`src/rtl/unit_clause_scan_pkg.sv`:
```
// Shared types for the unit-propagation scanner: literal/clause/formula layouts
// and the per-clause classification.
package unit_clause_scan_pkg;

  localparam int unsigned CFG_NUM_CLAUSES = 16;
  localparam int unsigned CFG_MAX_LITS    = 4;
  localparam int unsigned CFG_NUM_VARS    = 16;

  localparam int unsigned VAR_W = $clog2(CFG_NUM_VARS);
  localparam int unsigned IDX_W = $clog2(CFG_NUM_CLAUSES + 1);
  localparam int unsigned LEN_W = $clog2(CFG_MAX_LITS + 1);

  typedef struct packed {
    logic             neg;
    logic [VAR_W-1:0] vidx;
  } lit_t;

  typedef struct packed {
    logic [LEN_W-1:0]        len;
    lit_t [CFG_MAX_LITS-1:0] lits;
  } clause_t;

  typedef struct packed {
    logic [IDX_W-1:0]             len;
    clause_t [CFG_NUM_CLAUSES-1:0] clauses;
  } formula_t;

  localparam lit_t     LIT_ZERO     = '0;
  localparam clause_t  CLAUSE_ZERO  = '0;
  localparam formula_t FORMULA_ZERO = '0;

  typedef enum logic [1:0] {
    OPEN     = 2'd0,
    SAT      = 2'd1,
    UNIT     = 2'd2,
    CONFLICT = 2'd3
  } clause_class_t;

  typedef enum logic {
    S_IDLE = 1'b0,
    S_SCAN = 1'b1
  } scan_state_t;

endpackage

```
`src/rtl/unit_clause_scan_clause_eval.sv`:
```
// Combinational classifier for a single clause against a partial assignment.
module clause_eval
  import unit_clause_scan_pkg::*;
#(
  parameter int unsigned MAX_LITS = CFG_MAX_LITS,
  parameter int unsigned NUM_VARS = CFG_NUM_VARS
) (
  input  clause_t             clause,
  input  logic [NUM_VARS-1:0] assigned,
  input  logic [NUM_VARS-1:0] value,
  output clause_class_t       cls,
  output lit_t                unit_lit
);

  logic any_true;
  logic seen_one;
  logic seen_two;
  lit_t cur;

  always_comb begin
    any_true = 1'b0;
    seen_one = 1'b0;
    seen_two = 1'b0;
    unit_lit = LIT_ZERO;
    cur      = LIT_ZERO;
    cls      = OPEN;
    // Lengths above MAX_LITS fall out naturally: k never reaches them.
    for (int unsigned k = 0; k < MAX_LITS; k++) begin
      cur = clause.lits[k];
      if (k < 32'(clause.len)) begin
        if (assigned[cur.vidx]) begin
          if (value[cur.vidx] != cur.neg) any_true = 1'b1;
        end else begin
          seen_two = seen_two | seen_one;
          seen_one = 1'b1;
          unit_lit = cur;
        end
      end
    end
    if (any_true)       cls = SAT;
    else if (!seen_one) cls = CONFLICT;
    else if (!seen_two) cls = UNIT;
    else                cls = OPEN;
  end

endmodule

```
`src/rtl/unit_clause_scan.sv`:
```
// Unit-propagation scanner: evaluates LANES clauses per cycle over a snapshot
// and stops at the first unit or conflicting clause; `next` resumes after it.
module unit_clause_scan
  import unit_clause_scan_pkg::*;
#(
  parameter int unsigned NUM_CLAUSES = CFG_NUM_CLAUSES,
  parameter int unsigned MAX_LITS    = CFG_MAX_LITS,
  parameter int unsigned NUM_VARS    = CFG_NUM_VARS,
  parameter int unsigned LANES       = 4
) (
  input  logic                clock,
  input  logic                reset,
  input  logic                start,
  input  logic                next,
  input  formula_t            in_formula,
  input  logic [NUM_VARS-1:0] assigned,
  input  logic [NUM_VARS-1:0] value,
  output logic                busy,
  output logic                done,
  output logic                found,
  output logic                conflict,
  output lit_t                lit_found,
  output logic [IDX_W-1:0]    clause_idx
);

  localparam int unsigned CI_W  = $clog2(NUM_CLAUSES);
  localparam int unsigned SUM_W = IDX_W + 1;

  scan_state_t state, state_d;

  clause_t [NUM_CLAUSES-1:0] snap_clauses;
  logic [IDX_W-1:0]          snap_len;
  logic [NUM_VARS-1:0]       snap_assigned;
  logic [NUM_VARS-1:0]       snap_value;
  logic [IDX_W-1:0]          grp_base, grp_base_d;
  logic [IDX_W-1:0]          in_len_eff;

  logic             load_snap;
  logic             done_d, found_d, conflict_d;
  lit_t             lit_d;
  logic [IDX_W-1:0] idx_d;

  logic [SUM_W-1:0] lane_idx    [LANES];
  logic             lane_valid  [LANES];
  clause_t          lane_clause [LANES];
  clause_class_t    lane_class  [LANES];
  lit_t             lane_lit    [LANES];

  logic             hit, hit_unit;
  lit_t             hit_lit;
  logic [IDX_W-1:0] hit_idx;
  logic [SUM_W-1:0] grp_sum;
  logic             grp_last;
  logic [SUM_W-1:0] idx_plus;

  assign in_len_eff = (in_formula.len > IDX_W'(NUM_CLAUSES)) ? IDX_W'(NUM_CLAUSES)
                                                             : in_formula.len;

  // Lanes past the effective length are masked out before the priority encoder,
  // so their (zeroed, CONFLICT-looking) classification never matters.
  for (genvar g = 0; g < LANES; g++) begin : g_lane
    assign lane_idx[g]    = {1'b0, grp_base} + SUM_W'(g);
    assign lane_valid[g]  = lane_idx[g] < {1'b0, snap_len};
    assign lane_clause[g] = lane_valid[g] ? snap_clauses[lane_idx[g][CI_W-1:0]] : CLAUSE_ZERO;

    clause_eval #(
      .MAX_LITS(MAX_LITS),
      .NUM_VARS(NUM_VARS)
    ) u_eval (
      .clause  (lane_clause[g]),
      .assigned(snap_assigned),
      .value   (snap_value),
      .cls     (lane_class[g]),
      .unit_lit(lane_lit[g])
    );
  end

  always_comb begin
    hit      = 1'b0;
    hit_unit = 1'b0;
    hit_lit  = LIT_ZERO;
    hit_idx  = '0;
    for (int unsigned l = 0; l < LANES; l++) begin
      if (!hit && lane_valid[l] && (lane_class[l] == UNIT || lane_class[l] == CONFLICT)) begin
        hit      = 1'b1;
        hit_unit = (lane_class[l] == UNIT);
        hit_lit  = (lane_class[l] == UNIT) ? lane_lit[l] : LIT_ZERO;
        hit_idx  = lane_idx[l][IDX_W-1:0];
      end
    end
  end

  assign grp_sum  = {1'b0, grp_base} + SUM_W'(LANES);
  assign grp_last = grp_sum >= {1'b0, snap_len};
  assign idx_plus = {1'b0, clause_idx} + SUM_W'(1);
  assign busy     = (state == S_SCAN);

  always_comb begin
    state_d    = state;
    grp_base_d = grp_base;
    load_snap  = 1'b0;
    done_d     = 1'b0;
    found_d    = found;
    conflict_d = conflict;
    lit_d      = lit_found;
    idx_d      = clause_idx;
    unique case (state)
      S_IDLE: begin
        if (start || next) begin
          found_d    = 1'b0;
          conflict_d = 1'b0;
          lit_d      = LIT_ZERO;
          idx_d      = '0;
          if (start) begin
            state_d    = S_SCAN;
            grp_base_d = '0;
            load_snap  = 1'b1;
          end else if ((found || conflict) && (idx_plus < {1'b0, snap_len})) begin
            state_d    = S_SCAN;
            grp_base_d = idx_plus[IDX_W-1:0];
          end else begin
            done_d = 1'b1;
          end
        end
      end
      S_SCAN: begin
        if (hit) begin
          found_d    = hit_unit;
          conflict_d = !hit_unit;
          lit_d      = hit_lit;
          idx_d      = hit_idx;
          done_d     = 1'b1;
          state_d    = S_IDLE;
        end else if (grp_last) begin
          done_d  = 1'b1;
          state_d = S_IDLE;
        end else begin
          grp_base_d = grp_sum[IDX_W-1:0];
        end
      end
      default: state_d = S_IDLE;
    endcase
  end

  always_ff @(posedge clock or posedge reset) begin
    if (reset) begin
      state         <= S_IDLE;
      grp_base      <= '0;
      done          <= 1'b0;
      found         <= 1'b0;
      conflict      <= 1'b0;
      lit_found     <= LIT_ZERO;
      clause_idx    <= '0;
      snap_clauses  <= '0;
      snap_len      <= '0;
      snap_assigned <= '0;
      snap_value    <= '0;
    end else begin
      state      <= state_d;
      grp_base   <= grp_base_d;
      done       <= done_d;
      found      <= found_d;
      conflict   <= conflict_d;
      lit_found  <= lit_d;
      clause_idx <= idx_d;
      if (load_snap) begin
        snap_clauses  <= in_formula.clauses;
        snap_len      <= in_len_eff;
        snap_assigned <= assigned;
        snap_value    <= value;
      end
    end
  end

endmodule
```
`config.mk`:
```
export PLATFORM = sky130hd
export DESIGN_NAME = unit_clause_scan
export DESIGN_NICKNAME = d
export VERILOG_FILES = /design/src/rtl/unit_clause_scan_pkg.sv /design/src/rtl/unit_clause_scan_clause_eval.sv /design/src/rtl/unit_clause_scan.sv
export SDC_FILE = /design/constraint.sdc
export NUM_CORES = 2
export LEC_CHECK = 0
export ABC_AREA = 1
export CAP_MARGIN = 0
export CORE_ASPECT_RATIO = 1.1
export CORE_MARGIN = 2
export CORE_UTILIZATION = 30
export DETAILED_ROUTE_END_ITERATION = 10
export PLACE_DENSITY = 0.49
export SETUP_SLACK_MARGIN = 0.5
export SYNTH_ARGS = -nofsm -noshare
export SYNTH_HDL_FRONTEND = slang
export SYNTH_HIERARCHICAL = 1
export SYNTH_SLANG_ARGS = --single-unit
```
`constraint.sdc`:
```
create_clock -name clock -period 17.6 [get_ports clock]
set_clock_uncertainty 0.2 [all_clocks]
set_input_delay 2.64 -clock clock [delete_from_list [all_inputs] [get_ports clock]]
set_output_delay 2.64 -clock clock [all_outputs]
set_load 0.05 [all_outputs]
```
======== Word-level counts from Yosys, hierarchy flattened ========
Index checks and enable logic that the tools add are counted.
word-level totals
  bits in registers ....................... 424
  input bits .............................. 409
cells by class
  add/sub/neg operators ................... 5
  magnitude comparators ................... 43
  eq/ne operators ......................... 29
  muxes and demuxes ....................... 276
  bitwise logic cells ..................... 9
  reductions and logical operators ........ 20
operator list
  kind                 count
  $bmux 23 s4          4
  $mux 5               53
  $mux 23              8
  $mux 1               160
  $bmux 1 s4           32
  $lt 4x5->1 const B   20
  $pmux 5 s2           3
  $lt 1x3->1 const A   8
  $lt 2x3->1 const A   8
  $lt 6x5->1           4
  $mux 2               12
  $eq 2x2->1 const B   8
  $ne 1x1->1           16
  $add 5x1->6 const B  2
  $add 5x2->6 const B  2
  $logic_and 1x1->1    8
  $or 1x1->1           8
  $pmux 1 s2           4
  $add 5x3->6 const B  1
  $ge 6x5->1           1
  $logic_or 1x1->1     6
  $ne 2x2->1 const B   3
  $gt 5x5->1 const B   1
  $lt 5x5->1           1
  other kinds (6)      9

======== Longest topological paths before layout ========
  word-level depth ........................ 38
  gate-level depth with buffers ........... 39

======== Cells and area by module ========
Netlist, hierarchy kept.
modules (own cells, without submodules)
  module                               times used  cells each  area an instance (µm²)
  unit_clause_scan                     1           4153        27951.8
  clause_eval at g_lane[0].u_eval ...  3           341         1784.2
  clause_eval at g_lane[1].u_eval      1           342         1704.1

======== Worst setup path before layout ========
OpenSTA, ideal clock, no wires.
  path kind ............................... reg2reg
  start ................................... register grp_base[1]
  end ..................................... register clause_idx[2]
  arrival ................................. 5.323 ns
  data required time ...................... 17.282 ns
  setup slack ............................. 11.959 ns
  stages on the path, launching flop included .. 37
  buffers on the path ..................... 10
  cell sequence ........................... dfrtp_1 buf_2 clkinv_1 buf_2 clkbuf_1 ha_1 clkbuf_1 inv_1 clkbuf_1 clkbuf_1 ha_1 nand2_1 inv_1 nand4_1 nand2_1 clkbuf_1 a211oi_1 buf_6 buf_12 o211ai_2 nand3_1 nand3_1 nand2_1 nand2_1 nand3_1 nand2_1 inv_2 nand2_1 nor2_2 nand3_4 nand4_2 nand2_4 inv_2 nor2_2 buf_6 nand2_1 nand2_1
RTL lines
  what                      line                     source
  start: declaration        unit_clause_scan.sv:35   logic [IDX_W-1:0] grp_base, grp_base_d;
  start signal: assignment  unit_clause_scan.sv:160  grp_base <= grp_base_d;
  end signal: assignment    unit_clause_scan.sv:165  clause_idx <= idx_d;
  end: declaration          unit_clause_scan.sv:23   output logic [IDX_W-1:0] clause_idx

==> run_results.csv <==
group,metric,value,unit
synthesis,synth_edf_count,0,
sta,setup_viol,0,
setup_path,cpMostUsedCell,"nand2_1",
layout,regArea,10600,um^2
setup_path,critPathLaunchType,"flop",
grt,gr-total-overflow,0,
setup_path,critPathRequiredTime,17.92,ns
synthesis,synth_compound_area_share,18.7,%
layout,multi_input_area,21000,um^2
synthesis,muxShareOfSynthArea,4.23,%
sta,hold_slack,0.277,ns
layout,num-nets-final,6154,
sta,slew_viol_final,0,
route,drt.antenna.violating_nets,0,
die,num_io_pins,423,
place,routabilityCongestion,1.03,
clocking,cts-resized-gates,0,
sta,rsz0062_at_grt,"false",
synthesis,syn_area_per_cell,6.34,um^2
min_path,hold_class,"reg -> reg",
route,wl_per_cell,25.3,um
route,drt-total-wl,184000,um
setup_path,max_stage_delay,0.70,ns
route,via_count,38700,
synthesis,async_flop_share,100,%
setup_path,crit_type,"reg -> reg",
sta,slew_headroom,17.2,%
job,maxCapViolCount,0,
clocking,clock-root-buffer,"clkbuf_16",
die,die-area,119000,um^2
place,io_buffers,422,
sta,post-route-period-util,44.8,%
clocking,cts_made_buffers,51,
clocking,clock_sinks,424,
setup_path,cp.arrival,8.21,ns
synthesis,synth_common_cells,"2,078 x nand2_1, 699 x o21ai_0, 424 x dfrtp_1",
synthesis,synthesis.instances,5518,
die,initial_core_util,30.2,%
layout,num_antenna_cells,0,
route,drc_errors,0,
clocking,clockBufferDepth,3,
grt,grt_start_max_net_pins,223,
route,drt_pre_antenna_iters,5,
synthesis,synth_area_leaders,"dfrtp_1 30%, nand2_1 22%, o21ai_0 10%",
synthesis,ys_seq_area_share,30.3,%
clocking,clk_latency,0.66,ns
die,die_x,330,um
sta,worst_pin_slew,1.23,ns
synthesis,synthDistinctLibCells,57,
die,core_area,116000,um^2
layout,fillCellCount,12700,
clocking,cts_tree,"done",
route,viasPerCell,5.32,
synthesis,yosysMostFrequentCell,"nand2_1",
layout,final_layout_size_suffix_gt1_share,6.36,%
synthesis,yosysTopAreaCell,"dfrtp_1",
sta,tns,0,ns
synthesis,synth_xor_area_share,0.222,%
layout,area_delta_synth_final,19.2,%
clocking,post_cts_buffers,0,
synthesis,syn_nets,5958,
grt,grt_pass1_vias,36900,
grt,grt_use_total,30.1,%
setup_path,endpoint_kind,"flop",
die,die_height,362,um
synthesis,ys_ff_latch,424,
clocking,htree_levels,2,
synthesis,mappedNetlistArea,35000,um^2
die,row_count,131,
synthesis,synth.top_cell.area_share,30.3,%
sta,fmax,127,MHz
synthesis,synth_top_family_by_area,"simple AND/OR/NAND/NOR gates",
status,outcome,"finished, final reports clean",
grt,antenna_found_initial,4,
synthesis,ys_warn_count,6,
grt,grt_pass1_wl,261000,um
clocking,holdBufCountCts,0,
sta,min_period,7.89,ns
setup_path,cp_max_fo,80,
route,drt-initial-drc-count,3918,
synthesis,synthSimpleGateAreaFrac,35.2,%
clocking,clkSlewWorstSetupHoldPaths,0.06,ns
synthesis,yosys.area_share.adder,1.11,%
synthesis,synthFlopType,"dfrtp_1",
place,dp_hpwl,144000,um
sta,hold_viol,0,
setup_path,cpMaxStageDelayCell,"dfrtp_4",
## layout make-up
type                            instances  area share (%)
Sequential cell                       424            25.4
Multi-Input combinational cell       4315            50.2
Tap cell                             1529            4.58
Clock inverter                         23           0.612
Timing Repair Buffer                  522            12.0
Clock buffer                           70            3.42
Inverter                              400            3.71
## logic make-up after synthesis
family | after synthesis
xor+xnor | 8
buf+inv | 779
simple gates | 2987
compound gates | 1141
flops | 424
fa+ha+maj | 31
mux | 148
## path summary, 6_finish.rpt
path                            depth (start not counted)  slack, ns                            end                           from
min in group asynchronous                               2       2.25   snap_clauses[90]$_DFFE_PP0P_                          reset
max in group asynchronous                               5      11.63      snap_value[6]$_DFFE_PP0P_                          reset
worst max register to register                         29       9.71       lit_found[1]$_DFFE_PP0P_        grp_base[0]$_DFFE_PP0P_
worst min-delay path                                    2       0.28  snap_assigned[11]$_DFFE_PP0P_  snap_assigned[11]$_DFFE_PP0P_
worst min register to register                          2       0.28  snap_assigned[11]$_DFFE_PP0P_  snap_assigned[11]$_DFFE_PP0P_
worst max-delay path                                   29       9.71       lit_found[1]$_DFFE_PP0P_        grp_base[0]$_DFFE_PP0P_
## state kept, by name (all words and copies together), names as in the netlist
signal	flops
snap_clauses	368
snap_assigned	16
snap_value	16
clause_idx	5
grp_base	5
lit_found	5
snap_len	5
busy	1
conflict	1
done	1
found	1
## routing by layer
metal	up-vias	part of all wire (%)	global-route usage [%]	routed length (um)
met4	4	8.3	21.0	15300
met2	1555	46	49.6	85400
li1	18400	-	-	-
met3	375	6.6	4.01	12100
met5	-	0.018	0	34
met1	18400	39	36.2	71300
## cell usage in the layout, fill, tap and decap left out, types with 10 or more instances in the layout
master / n
nand2_2: 25
inv_2: 23
mux2i_1: 148
buf_4: 97
nor2_1: 341
o211ai_2: 13
nand3b_1: 10
inv_1: 363
clkdlybuf4s50_1: 422
o21ai_0: 699
nand2_1: 2078
o21ai_1: 36
a21oi_1: 133
nand4_1: 20
clkbuf_16: 52
a211oi_1: 15
o211ai_1: 117
ha_1: 30
nor2_2: 12
nor3_1: 19
clkbuf_1: 12
a31oi_1: 30
inv_4: 12
a311oi_1: 44
o21ai_2: 10
nand3_1: 415
nor2_4: 10
nand3_2: 31
dfrtp_1: 421
## stage by stage
stage / setup slack [ns] / util (%) / instances / cell area, um^2
finish: 9.71 / 36.0 / 7283 / 41700
global route: 9.22 / 36.0 / 7283 / 41700
CTS: 9.96 / 36.0 / 7283 / 41700
detailed placement: 9.97 / 34.6 / 7190 / 40100
global placement: 10.12 / 34.6 / 7190 / 40100
floorplan: 2.96 / - / 5518 / 35000
## critical path, delay by kind of cell, from the launching register on
kind                       cells  cell delay [ns]
buffers and inverters          8             2.96
and+or+nand+nor               16             2.66
DFF                            1             0.70
adders and majority gates      1             0.39
AOI/OAI and AO/OA              4             0.70
Power is not shown: default switching activity piles up to over one toggle a cycle in this logic, so the estimate is an artifact.
